[src/rtl/acq_tm_pkg.sv]
// Shared types and constants for the acquisition timing manager.
// The optional timeout feature is selected in the top level by ACQ_TIMING_MANAGER_TIMEOUT_EN.
package acq_tm_pkg;

    typedef enum logic {
        IDLE = 1'b0,
        ACQ  = 1'b1
    } acq_state_t;

    localparam int unsigned NUM_CH_DEF  = 8;
    localparam int unsigned CNT_W_DEF   = 16;
    localparam int unsigned RATIO_W_DEF = 16;

    // Wide all-ones pattern; users slice it down to their counter width.
    localparam logic [63:0] TIME_SAT = '1;

endpackage

[src/rtl/event_ratio_divider.sv]
// Divides qualified PWM-carrier events by user_ratio+1 into a one-cycle trigger.
module event_ratio_divider
    import acq_tm_pkg::*;
#(
    parameter int unsigned RATIO_W = RATIO_W_DEF
) (
    input  logic               clk,
    input  logic               rst,
    input  logic               event_qualifier,
    input  logic [RATIO_W-1:0] user_ratio,
    output logic               trigger
);

    logic [RATIO_W-1:0] cnt;

    // Count events; on the event that matches the ratio, restart and pulse trigger.
    always_ff @(posedge clk) begin
        if (rst) begin
            cnt     <= '0;
            trigger <= 1'b0;
        end else begin
            trigger <= 1'b0;
            if (event_qualifier) begin
                if (cnt == user_ratio) begin
                    cnt     <= '0;
                    trigger <= 1'b1;
                end else begin
                    cnt <= cnt + RATIO_W'(1);
                end
            end
        end
    end

endmodule

[src/rtl/acq_timing_manager.sv]
// Acquisition timing manager: ratio-divided trigger, per-channel done timing,
// completion interrupt and sticky overrun flag.
// Optional macro ACQ_TIMING_MANAGER_TIMEOUT_EN adds timeout_cycles/timeout.
module acq_timing_manager
    import acq_tm_pkg::*;
#(
    parameter int unsigned NUM_CH  = NUM_CH_DEF,
    parameter int unsigned CNT_W   = CNT_W_DEF,
    parameter int unsigned RATIO_W = RATIO_W_DEF
) (
    input  logic                    clk,
    input  logic                    rst,
    input  logic                    event_qualifier,
    input  logic [RATIO_W-1:0]      user_ratio,
    input  logic [NUM_CH-1:0]       en_bits,
    input  logic [NUM_CH-1:0]       done,
    input  logic                    clr_flags,
    output logic                    trigger,
    output logic                    busy,
    output logic                    sched_isr,
    output logic [NUM_CH*CNT_W-1:0] ch_time,
    output logic                    overrun
`ifdef ACQ_TIMING_MANAGER_TIMEOUT_EN
    ,
    input  logic [CNT_W-1:0]        timeout_cycles,
    output logic                    timeout
`endif
);

    localparam logic [CNT_W-1:0] SAT = TIME_SAT[CNT_W-1:0];

    acq_state_t        state;
    logic [NUM_CH-1:0] en_q;
    logic [NUM_CH-1:0] seen;
    logic [CNT_W-1:0]  tcnt;
    logic [NUM_CH-1:0] capture;
    logic              all_done;
`ifdef ACQ_TIMING_MANAGER_TIMEOUT_EN
    logic              to_hit;
`endif

    event_ratio_divider #(
        .RATIO_W (RATIO_W)
    ) u_div (
        .clk             (clk),
        .rst             (rst),
        .event_qualifier (event_qualifier),
        .user_ratio      (user_ratio),
        .trigger         (trigger)
    );

    // Channels newly done this cycle, and whether every latched channel is now covered.
    always_comb begin
        capture  = en_q & done & ~seen;
        all_done = &(seen | (done & en_q) | ~en_q);
`ifdef ACQ_TIMING_MANAGER_TIMEOUT_EN
        to_hit   = (timeout_cycles != '0) && (tcnt == timeout_cycles) && !all_done;
`endif
    end

    // Acquisition FSM with registered outputs; flag sets are ordered after clears so sets win.
    always_ff @(posedge clk) begin
        if (rst) begin
            state     <= IDLE;
            en_q      <= '0;
            seen      <= '0;
            tcnt      <= '0;
            busy      <= 1'b0;
            sched_isr <= 1'b0;
            ch_time   <= '0;
            overrun   <= 1'b0;
`ifdef ACQ_TIMING_MANAGER_TIMEOUT_EN
            timeout   <= 1'b0;
`endif
        end else begin
            sched_isr <= 1'b0;
            if (clr_flags) begin
                overrun <= 1'b0;
`ifdef ACQ_TIMING_MANAGER_TIMEOUT_EN
                timeout <= 1'b0;
`endif
            end
            case (state)
                IDLE: begin
                    if (trigger) begin
                        en_q <= en_bits;
                        seen <= '0;
                        tcnt <= '0;
                        if (en_bits == '0) begin
                            sched_isr <= 1'b1;
                        end else begin
                            state <= ACQ;
                            busy  <= 1'b1;
                        end
                    end
                end
                ACQ: begin
                    if (trigger) begin
                        overrun <= 1'b1;
                    end
                    if (tcnt != SAT) begin
                        tcnt <= tcnt + CNT_W'(1);
                    end
                    seen <= seen | capture;
                    for (int unsigned i = 0; i < NUM_CH; i++) begin
                        if (capture[i]) begin
                            ch_time[i*CNT_W +: CNT_W] <= tcnt;
                        end
                    end
                    if (all_done) begin
                        state     <= IDLE;
                        busy      <= 1'b0;
                        sched_isr <= 1'b1;
                    end
`ifdef ACQ_TIMING_MANAGER_TIMEOUT_EN
                    else if (to_hit) begin
                        state     <= IDLE;
                        busy      <= 1'b0;
                        sched_isr <= 1'b1;
                        timeout   <= 1'b1;
                        // Channels captured on this same cycle keep their real time.
                        for (int unsigned i = 0; i < NUM_CH; i++) begin
                            if (en_q[i] && !seen[i] && !capture[i]) begin
                                ch_time[i*CNT_W +: CNT_W] <= SAT;
                            end
                        end
                    end
`endif
                end
                default: begin
                    state <= IDLE;
                    busy  <= 1'b0;
                end
            endcase
        end
    end

endmodule

[config.mk]
export PLATFORM = sky130hd
export DESIGN_NAME = acq_timing_manager
export DESIGN_NICKNAME = d
export VERILOG_FILES = /design/src/rtl/acq_tm_pkg.sv /design/src/rtl/event_ratio_divider.sv /design/src/rtl/acq_timing_manager.sv
export SDC_FILE = /design/constraint.sdc
export NUM_CORES = 1
export LEC_CHECK = 0
export BUFFER_PORTS_ARGS = -buffer_cell sky130_fd_sc_hd__buf_4
export CAP_MARGIN = 20
export CORE_MARGIN = 1
export CORE_UTILIZATION = 53
export CTS_BUF_LIST = sky130_fd_sc_hd__clkbuf_16
export DETAILED_ROUTE_END_ITERATION = 8
export PLACE_DENSITY = 0.81
export SETUP_SLACK_MARGIN = 0.1
export SKIP_LAST_GASP = 1
export SYNTH_ARGS = -nofsm -noshare
export SYNTH_HDL_FRONTEND = slang
export SYNTH_SLANG_ARGS = --single-unit
[constraint.sdc]
create_clock -name clk -period 1.9 [get_ports clk]
set_input_delay 0.38 -clock clk [delete_from_list [all_inputs] [get_ports clk]]
set_output_delay 0.38 -clock clk [all_outputs]
set_load 0.02 [all_outputs]
==> results.json, run 1 <==
{
  "grt_util_met3": 0.0602,
  "drt-pass1-iter-count": 5,
  "synthAdderAreaFrac": 0.00357,
  "start_kind": "flip-flop",
  "synth_area_per_cell_um2": 7.91,
  "path_class": "reg -> reg",
  "fillCellCount": 1000,
  "drv_slew": 0,
  "grt_start_max_net_pins": 73,
  "peakVddDrop_mv": 0.504,
  "path_clk_slew_ns": 0.06,
  "antenna_cells": 0,
  "cts_tree": "built",
  "drv_cap": 0,
  "rsz0062_at_grt": "yes",
  "tns_ns": 0,
  "synthMuxAreaShare": 0.00428,
  "drc": 0,
  "grt_pass1_wl_um": 30100,
  "synthSimpleGateAreaFrac": 0.248,
  "io_pins": 168,
  "core_area_um2": 12800,
  "synth_xor_area_frac": 0.0412,
  "grt.met2_usage": 0.475,
  "grt_util_all_layers": 0.294,
  "cts_max_path_buffers": 2,
  "async_flop_share": 0,
  "cts_htree_levels": 4,
  "dp.cells": 1204,
  "post_cts_buffers": 0,
  "syn-num-nets": 924,
  "grt_pass1_vias": 5882,
  "final_cells": 1236,
  "insertion_delay_ns": 0.43,
  "hpwl_um": 13100,
  "crit_path_end_kind": "flip-flop",
  "max_freq_mhz": 574,
  "setup_viol": 0,
  "finalCritPeriodShare": 0.917,
  "syn_inst": 886,
  "mostFrequentLayoutCells": "nand2_1, buf_4, dfxtp_1",
  "cts_inserted_buffers": 17,
  "period_needed_ns": 1.74,
  "hold_viol": 0,
  "powerDensity_nw_per_um2": 801,
  "synth.distinct_cells": 42,
  "slew_headroom": 0.491,
  "yosysSeqAreaShare": 0.517,
  "holdWs_ns": 0.202,
  "rows": 41,
  "wl_per_cell_um": 15.8,
  "crit_required_ns": 2.27,
  "antenna_found_initial": 0,
  "synth_warnings": 0,
  "status": "completed",
  "syn_to_final_growth_pct": 30.3,
  "static-leakage-power_nw": 3.58,
  "die_area_um2": 13700,
  "synthFlopType": "dfxtp_1",
  "hold_path.class": "in -> reg",
  "finalInstanceArea_um2": 9130,
  "initial_core_util": 0.549,
  "syn_area_um2": 7010,
  "synth_top_family_by_area": "simple AND/OR/NAND/NOR gates",
  "min_delay_path_depth": 3,
  "path_max_fanout": 4,
  "place_congestion": 0.950,
  "regArea_um2": 3620,
  "synth_seq_cells": 181,
  "worstPathArrival_ns": 2.11,
  "use_met1": 0.381,
  "clkSinkCount": 181,
  "post_drt_via_cell_ratio": 5.38,
  "cts-root-buf": "clkbuf_16",
  "final_antenna_net_count": 0,
  "port_buffers": 167,
  "busiest_layer": "met2",
  "synth_edf_count": 0,
  "worst_pin_slew_ns": 0.764,
  "final_nets": 1089,
  "worstRegToRegCells": 5,
  "layout-drive-gt1-share": 0.230,
  "vias": 6644,
  "routed_wl_um": 19500,
  "layout_commonest_cell": "nand2_1",
  "die_x_um": 117,
  "fin_skew_ns": 0.00630,
  "synth_compound_area_frac": 0.142,
  "gr-total-overflow": 0,
  "placed_area_um2": 8560,
  "drt_iter0_drc": 825,
  "multiInputGateArea_um2": 3090,
  "die_h_um": 117
}
## routing by layer
layer / routed length, µm / up-vias
met5: 0 / -
met3: 1540 / 36
li1: - / 3259
met4: 435 / 0
met2: 9150 / 256
met1: 8400 / 3093
## path summary, 6_finish.rpt
check / start / end / slack [ns]
worst min register to register: ch_time[102] / ch_time[102] / 0.45
worst min-delay path: en_bits[7] / en_q[7] / 0.20
worst max register to register: u_div.cnt[7] / u_div.trigger / 0.16
worst max-delay path: u_div.cnt[7] / u_div.trigger / 0.16
## synthesized netlist by cell type, drive strengths merged, types with 2 or more instances
cell type,number,share of area
o21a,2,0.0021
a311oi,2,0.0025
nand4,11,0.0098
nand2,296,0.16
a21o,2,0.0021
xnor2,18,0.022
xor2,15,0.019
and4,3,0.0037
o21ai,2,0.0014
nand3,13,0.0093
inv,11,0.0059
nor2,45,0.024
dfxtp,181,0.52
nor4,4,0.0036
and3,4,0.0036
a31oi,11,0.0098
ha,2,0.0036
nand2b,6,0.0054
or4,3,0.0032
clkbuf,59,0.032
nor3,8,0.0064
or2,2,0.0018
nor3b,5,0.0054
mux2i,3,0.0043
nand4b,5,0.0062
and4b,3,0.0043
a41oi,3,0.0037
a21oi,150,0.11
buf,7,0.0064
## critical path, stage by stage (launching register included)
cell     delay (ns)
dfxtp_1        0.37
xor2_1         0.18
nor4_1         0.32
nand2_1        0.18
or4_1          0.54
nor2_1         0.10
## flip-flops by register name, summed over array words and instances (netlist names)
register / count
u_div.cnt: 16
sched_isr: 1
u_div.trigger: 1
ch_time: 128
state: 1
tcnt: 16
busy: 1
en_q: 8
overrun: 1
seen: 8
## power by group
group | internal, mW | switching, mW | total (mW)
clock network | 1.89 | 1.43 | 3.32
registers | 3.80 | 0.00390 | 3.80
logic | 0.0860 | 0.106 | 0.192
total | 5.78 | 1.53 | 7.31
## cells by family after synthesis
group	count (synthesis)
AOI/OAI and AO/OA	179
xor gates and xnor gates	33
adders and majority gates	2
buffers and inverters	77
DFF	181
muxes	3
and+or+nand+nor	411
## final cells by class
class                           instances  share of cell area
Clock buffer                           17              0.0466
Clock inverter                         15              0.0137
Inverter                               11             0.00452
Multi-Input combinational cell        628               0.339
Sequential cell                       181               0.397
Tap cell                              172              0.0236
Timing Repair Buffer                  212               0.176
## stage by stage
step / total power [mW] / utilization / worst slack [ns]
final: 7.31 / 0.715 / 0.158
after global routing: 7.54 / 0.715 / 0.0966
after CTS: 7.33 / 0.713 / 0.143
after detailed placement: 4.08 / 0.670 / 0.0428
after global placement: 4.08 / 0.670 / 0.0759
after floorplan: 3.98 / - / 0.176
## repair_timing
item / 4_1_cts / 5_1_grt
hold buffers: 0 / 0
endpoints found under the setup margin: 0 / 13
gates resized for setup: 0 / 4
Power figures use the tool's default switching activity.
==> run 2, diff against run 1 <==
--- a/config.mk
+++ b/config.mk
@@ -12,7 +12,7 @@
 export CTS_BUF_LIST = sky130_fd_sc_hd__clkbuf_16
 export DETAILED_ROUTE_END_ITERATION = 8
+export GPL_TIMING_DRIVEN = 0
 export PLACE_DENSITY = 0.81
 export SETUP_SLACK_MARGIN = 0.1
-export SKIP_LAST_GASP = 1
 export SYNTH_ARGS = -nofsm -noshare
 export SYNTH_HDL_FRONTEND = slang
==> constraint.sdc (replaced) <==
create_clock -name clk -period 1.9 [get_ports clk]
set_input_delay 0.19 -clock clk [delete_from_list [all_inputs] [get_ports clk]]
set_output_delay 0.19 -clock clk [all_outputs]
set_load 0.02 [all_outputs]
==> results.json, run 2 (same netlist as run 1, synthesis figures left out) <==
{
  "cts_max_path_buffers": 2,
  "grt_pass1_wl_um": 31100,
  "setup_viol": 0,
  "path_class": "reg -> reg",
  "crit_required_ns": 2.21,
  "dp_slack_ns": -0.0892,
  "drt_iter0_drc": 697,
  "final_nets": 1121,
  "rsz0062_at_grt": "yes",
  "crit_path_end_kind": "flip-flop",
  "tns_ns": 0,
  "gr-total-overflow": 0,
  "cts_inserted_buffers": 17,
  "path_max_fanout": 6,
  "static-leakage-power_nw": 3.53,
  "wl_per_cell_um": 16.5,
  "dp.cells": 1224,
  "grt_util_all_layers": 0.304,
  "reg.largest.list": "ch_time (128), tcnt (16), u_div.cnt (16)",
  "drt-pass1-iter-count": 6,
  "peakVddDrop_mv": 0.567,
  "slowest_delay_ns": 0.34,
  "seq_power_share": 0.515,
  "core_area_um2": 12800,
  "cts.hold.buffers_added": 0,
  "powerDensity_nw_per_um2": 803,
  "rows": 41,
  "internal_power_mw": 5.88,
  "final_core_util": 0.720,
  "die_x_um": 117,
  "syn_to_final_growth_pct": 31.2,
  "port_buffers": 166,
  "antenna_found_initial": 0,
  "cpMaxStageDelayCell": "dfxtp_1",
  "post_drt_via_cell_ratio": 5.51,
  "grt_start_max_net_pins": 17,
  "clkSinkCount": 181,
  "cts_htree_levels": 4,
  "multiInputGateArea_um2": 3140,
  "max_freq_mhz": 576,
  "start_kind": "flip-flop",
  "fillCellCount": 1004,
  "io_pins": 168,
  "period_needed_ns": 1.74,
  "combPwrFrac": 0.027,
  "drv_cap": 0,
  "place_congestion": 0.945,
  "layout_commonest_cell": "nand2_1",
  "insertion_delay_ns": 0.43,
  "p_sw_frac": 0.204,
  "hold_path.class": "in -> reg",
  "regArea_um2": 3630,
  "final_antenna_net_count": 0,
  "drc": 0,
  "routed_wl_um": 20800,
  "largest_register": "ch_time",
  "initial_core_util": 0.549,
  "fin_skew_ns": 0.00537,
  "die_h_um": 117,
  "cp_cell_sequence": "and3_1, and4_1, clkbuf_2, a211oi_4, buf_4, xnor2_1, nor2_1",
  "cts_tree": "built",
  "cts-root-buf": "clkbuf_16",
  "hold_viol": 0,
  "status": "completed",
  "finalCritPeriodShare": 0.913,
  "slew_headroom": 0.414,
  "p_clk_frac": 0.458,
  "grt_pass1_vias": 6207,
  "path_clk_slew_ns": 0.06,
  "switchingPower_mw": 1.51,
  "die_area_um2": 13700,
  "layout-drive-gt1-share": 0.224,
  "antenna_cells": 0,
  "final_cells": 1261,
  "largest_reg_flops": 128,
  "mostFrequentLayoutCells": "nand2_1, dfxtp_1, buf_4",
  "drv_slew": 0,
  "hpwl_um": 14000,
  "worst_pin_slew_ns": 0.879,
  "power.total_mw": 7.39,
  "timing.final.ws_setup_ns": 0.165,
  "vias": 6947,
  "worstPathArrival_ns": 2.05
}
run 2: metal layers:
metal  up-vias  track usage  wire length, µm  part of all wire
met5         -            0                0                 0
met4         0        0.166              747             0.036
met3        63       0.0747             1860             0.090
met2       336        0.493             9720              0.47
met1      3236        0.373             8480              0.41
li1       3312            -                -                 -
run 2: power groups by stage:
| stage | Clock [mW] | Sequential [mW] | Combinational, mW |
|---|---|---|---|
| after floorplan | 0 | 3.89 | 0.0917 |
| after global placement | 0 | 3.89 | 0.191 |
| after detailed placement | 0 | 3.89 | 0.192 |
| after CTS | 3.38 | 3.81 | 0.196 |
| after global routing | 3.56 | 3.80 | 0.217 |
| final | 3.38 | 3.81 | 0.202 |
run 2: final timing paths:
path / from / cells after the start / slack, ns / endpoint
max: tcnt[5] / 7 / 0.16 / tcnt[7]
min: en_bits[5] / 3 / 0.01 / en_q[5]
max reg2reg: tcnt[5] / 7 / 0.16 / tcnt[7]
min reg2reg: ch_time[79] / 2 / 0.45 / ch_time[79]
run 2: critical path: cells and delay by family (launching register included):
kind / cells / cell delay, ns
AND/OR/NAND/NOR: 3 / 0.50
flip-flops: 1 / 0.34
buffers and inverters: 2 / 0.34
AO/OA/AOI/OAI: 1 / 0.33
XOR/XNOR: 1 / 0.11
run 2: per-stage QoR:
| step | hold WS [ns] | area [µm²] |
|---|---|---|
| final | 0.0136 | 9200 |
| after detailed placement | 0.447 | 8470 |
| after global routing | 0.0250 | 9200 |
| after CTS | 0.0111 | 9070 |
| after floorplan | 0.326 | 7010 |
| after global placement | 0.442 | 8470 |
run 2: final cells by class:
type	instances	area share
Sequential cell	181	0.394
Multi-Input combinational cell	628	0.341
Timing Repair Buffer	178	0.145
Clock buffer	17	0.0462
Buffer	66	0.0325
Tap cell	172	0.0234
Clock inverter	8	0.0128
Inverter	11	0.00449
run 2: timing repair:
action                                  4_1_cts  5_1_grt
gates resized for setup                      11       37
endpoints found under the setup margin       78       89
pin swaps                                     3        2
endpoints found under the hold margin         0        0
setup buffers                                 5        7
gates cloned                                  0        0
==> run 3, diff against run 2 <==
clock period = 1.6 ns   (was 1.9 ns; I/O delays follow)
==> results.json, run 3 (same netlist as run 1, synthesis figures left out) <==
{
  "antenna_cells": 0,
  "port_buffers": 166,
  "min_delay_path_depth": 3,
  "status": "finished, violations left",
  "peakVddDrop_mv": 0.831,
  "worstRegToRegCells": 6,
  "crit_required_ns": 1.93,
  "syn_to_final_growth_pct": 38.7,
  "powerDensity_nw_per_um2": 883,
  "grt_pass1_vias": 6166,
  "fin_skew_ns": 0.00567,
  "place_congestion": 0.924,
  "hold_viol": 0,
  "reg.largest.list": "ch_time (128), tcnt (16), u_div.cnt (16)",
  "grt_util_all_layers": 0.309,
  "final_antenna_net_count": 0,
  "max_freq_mhz": 603,
  "crit_path_end_kind": "flip-flop",
  "layout_commonest_cell": "nand2_1",
  "hold_path.class": "in -> reg",
  "largest_reg_flops": 128,
  "io_pins": 168,
  "mostFrequentLayoutCells": "nand2_1, buf_4, dfxtp_1",
  "worst_pin_slew_ns": 0.825,
  "static-leakage-power_nw": 3.69,
  "vias": 7084,
  "grt_start_max_net_pins": 17,
  "antenna_found_initial": 0,
  "cts_max_path_buffers": 2,
  "finalCritPeriodShare": 1.04,
  "drc": 0,
  "holdWs_ns": 0.00826,
  "gr-total-overflow": 0,
  "drv_slew": 0,
  "dp.cells": 1224,
  "die_h_um": 117,
  "cts_inserted_buffers": 17,
  "tns_ns": -0.628,
  "drt-pass1-iter-count": 8,
  "period_needed_ns": 1.66,
  "timing.final.ws_setup_ns": -0.0595,
  "initial_core_util": 0.549,
  "path_class": "reg -> reg",
  "cts_htree_levels": 4,
  "hpwl_um": 13800,
  "rsz0062_at_grt": "yes",
  "die_area_um2": 13700,
  "core_area_um2": 12800,
  "start_kind": "flip-flop",
  "cts-root-buf": "clkbuf_16",
  "largest_register": "ch_time",
  "drv_cap": 0,
  "clkSinkCount": 181,
  "rows": 41,
  "path_max_fanout": 5,
  "final_cells": 1289,
  "final_nets": 1144,
  "die_x_um": 117,
  "insertion_delay_ns": 0.44,
  "slew_headroom": 0.450,
  "post_drt_via_cell_ratio": 5.50,
  "setup_viol": 19,
  "path_clk_slew_ns": 0.07,
  "power.total_mw": 8.59,
  "grt_pass1_wl_um": 31600,
  "wl_per_cell_um": 16.8,
  "routed_wl_um": 21600,
  "worstPathArrival_ns": 1.99,
  "layout-drive-gt1-share": 0.291,
  "drt_iter0_drc": 754,
  "final_core_util": 0.761,
  "cts_tree": "built",
  "violations": "setup timing"
}
run 3: cell count changes in the layout (fill, tap and decap cells not counted), moves of 6 or more:
| cell | change |
|---|---|
| clkbuf_2 | -7 |
| dfxtp_2 | +8 |
| buf_6 | +6 |
| dfxtp_1 | -15 |
| buf_4 | +15 |
| dfxtp_4 | +7 |
| nand3_1 | -6 |
| nor2_2 | +7 |
| nor2_1 | -13 |
| dlygate4sd3_1 | +9 |
| buf_2 | +8 |
| nor2_4 | +6 |
| clkbuf_1 | -13 |
run 3: critical path, cell delays in order, from the launching register on:
cell	delay, ns
dfxtp_4	0.36
ha_4	0.17
and4_1	0.19
clkbuf_8	0.15
a211oi_4	0.35
a31oi_1	0.13
a41o_1	0.21
run 3: final cells by class:
type	count	area [µm²]
Sequential cell	181	3660
Clock inverter	13	96.3
Buffer	66	387
Fill cell	908	3050
Multi-Input combinational cell	628	3350
Clock buffer	17	425
Timing Repair Buffer	201	1550
Tap cell	172	215
Inverter	11	45.0
run 3: where the power goes:
group	internal, mW	switching, mW
sequential	4.50	0.00925
combinational	0.123	0.160
clock	2.09	1.71
run 3: metal layers:
layer | part of all wire | track usage | up-vias
met2 | 0.47 | 0.499 | 370
met5 | 0 | 0 | -
met1 | 0.41 | 0.394 | 3281
met3 | 0.092 | 0.0695 | 59
met4 | 0.030 | 0.144 | 0
li1 | - | - | 3374
run 3: repair_timing:
item | in CTS | in global routing
endpoints found under the setup margin | 148 | 116
gates resized for setup | 74 | 81
endpoints found under the hold margin | 9 | 0
hold buffers | 9 | 0
gates cloned | 2 | 0
pin swaps | 16 | 30
buffers inserted | 15 | 10
run 3: path summary, 6_finish.rpt:
path / slack, ns / endpoint / from
max reg2reg: -0.06 / tcnt[9] / tcnt[1]
max: -0.06 / tcnt[9] / tcnt[1]
min reg2reg: 0.46 / ch_time[98] / ch_time[98]
min: 0.008 / seen[6] / done[6]
run 3: stage by stage:
| step | setup slack, ns | area, µm² |
|---|---|---|
| global route | -0.115 | 9720 |
| detailed placement | -0.309 | 8520 |
| CTS | -0.193 | 9450 |
| floorplan | 0.0733 | 7060 |
| finish | -0.0595 | 9720 |
| global placement | -0.302 | 8520 |
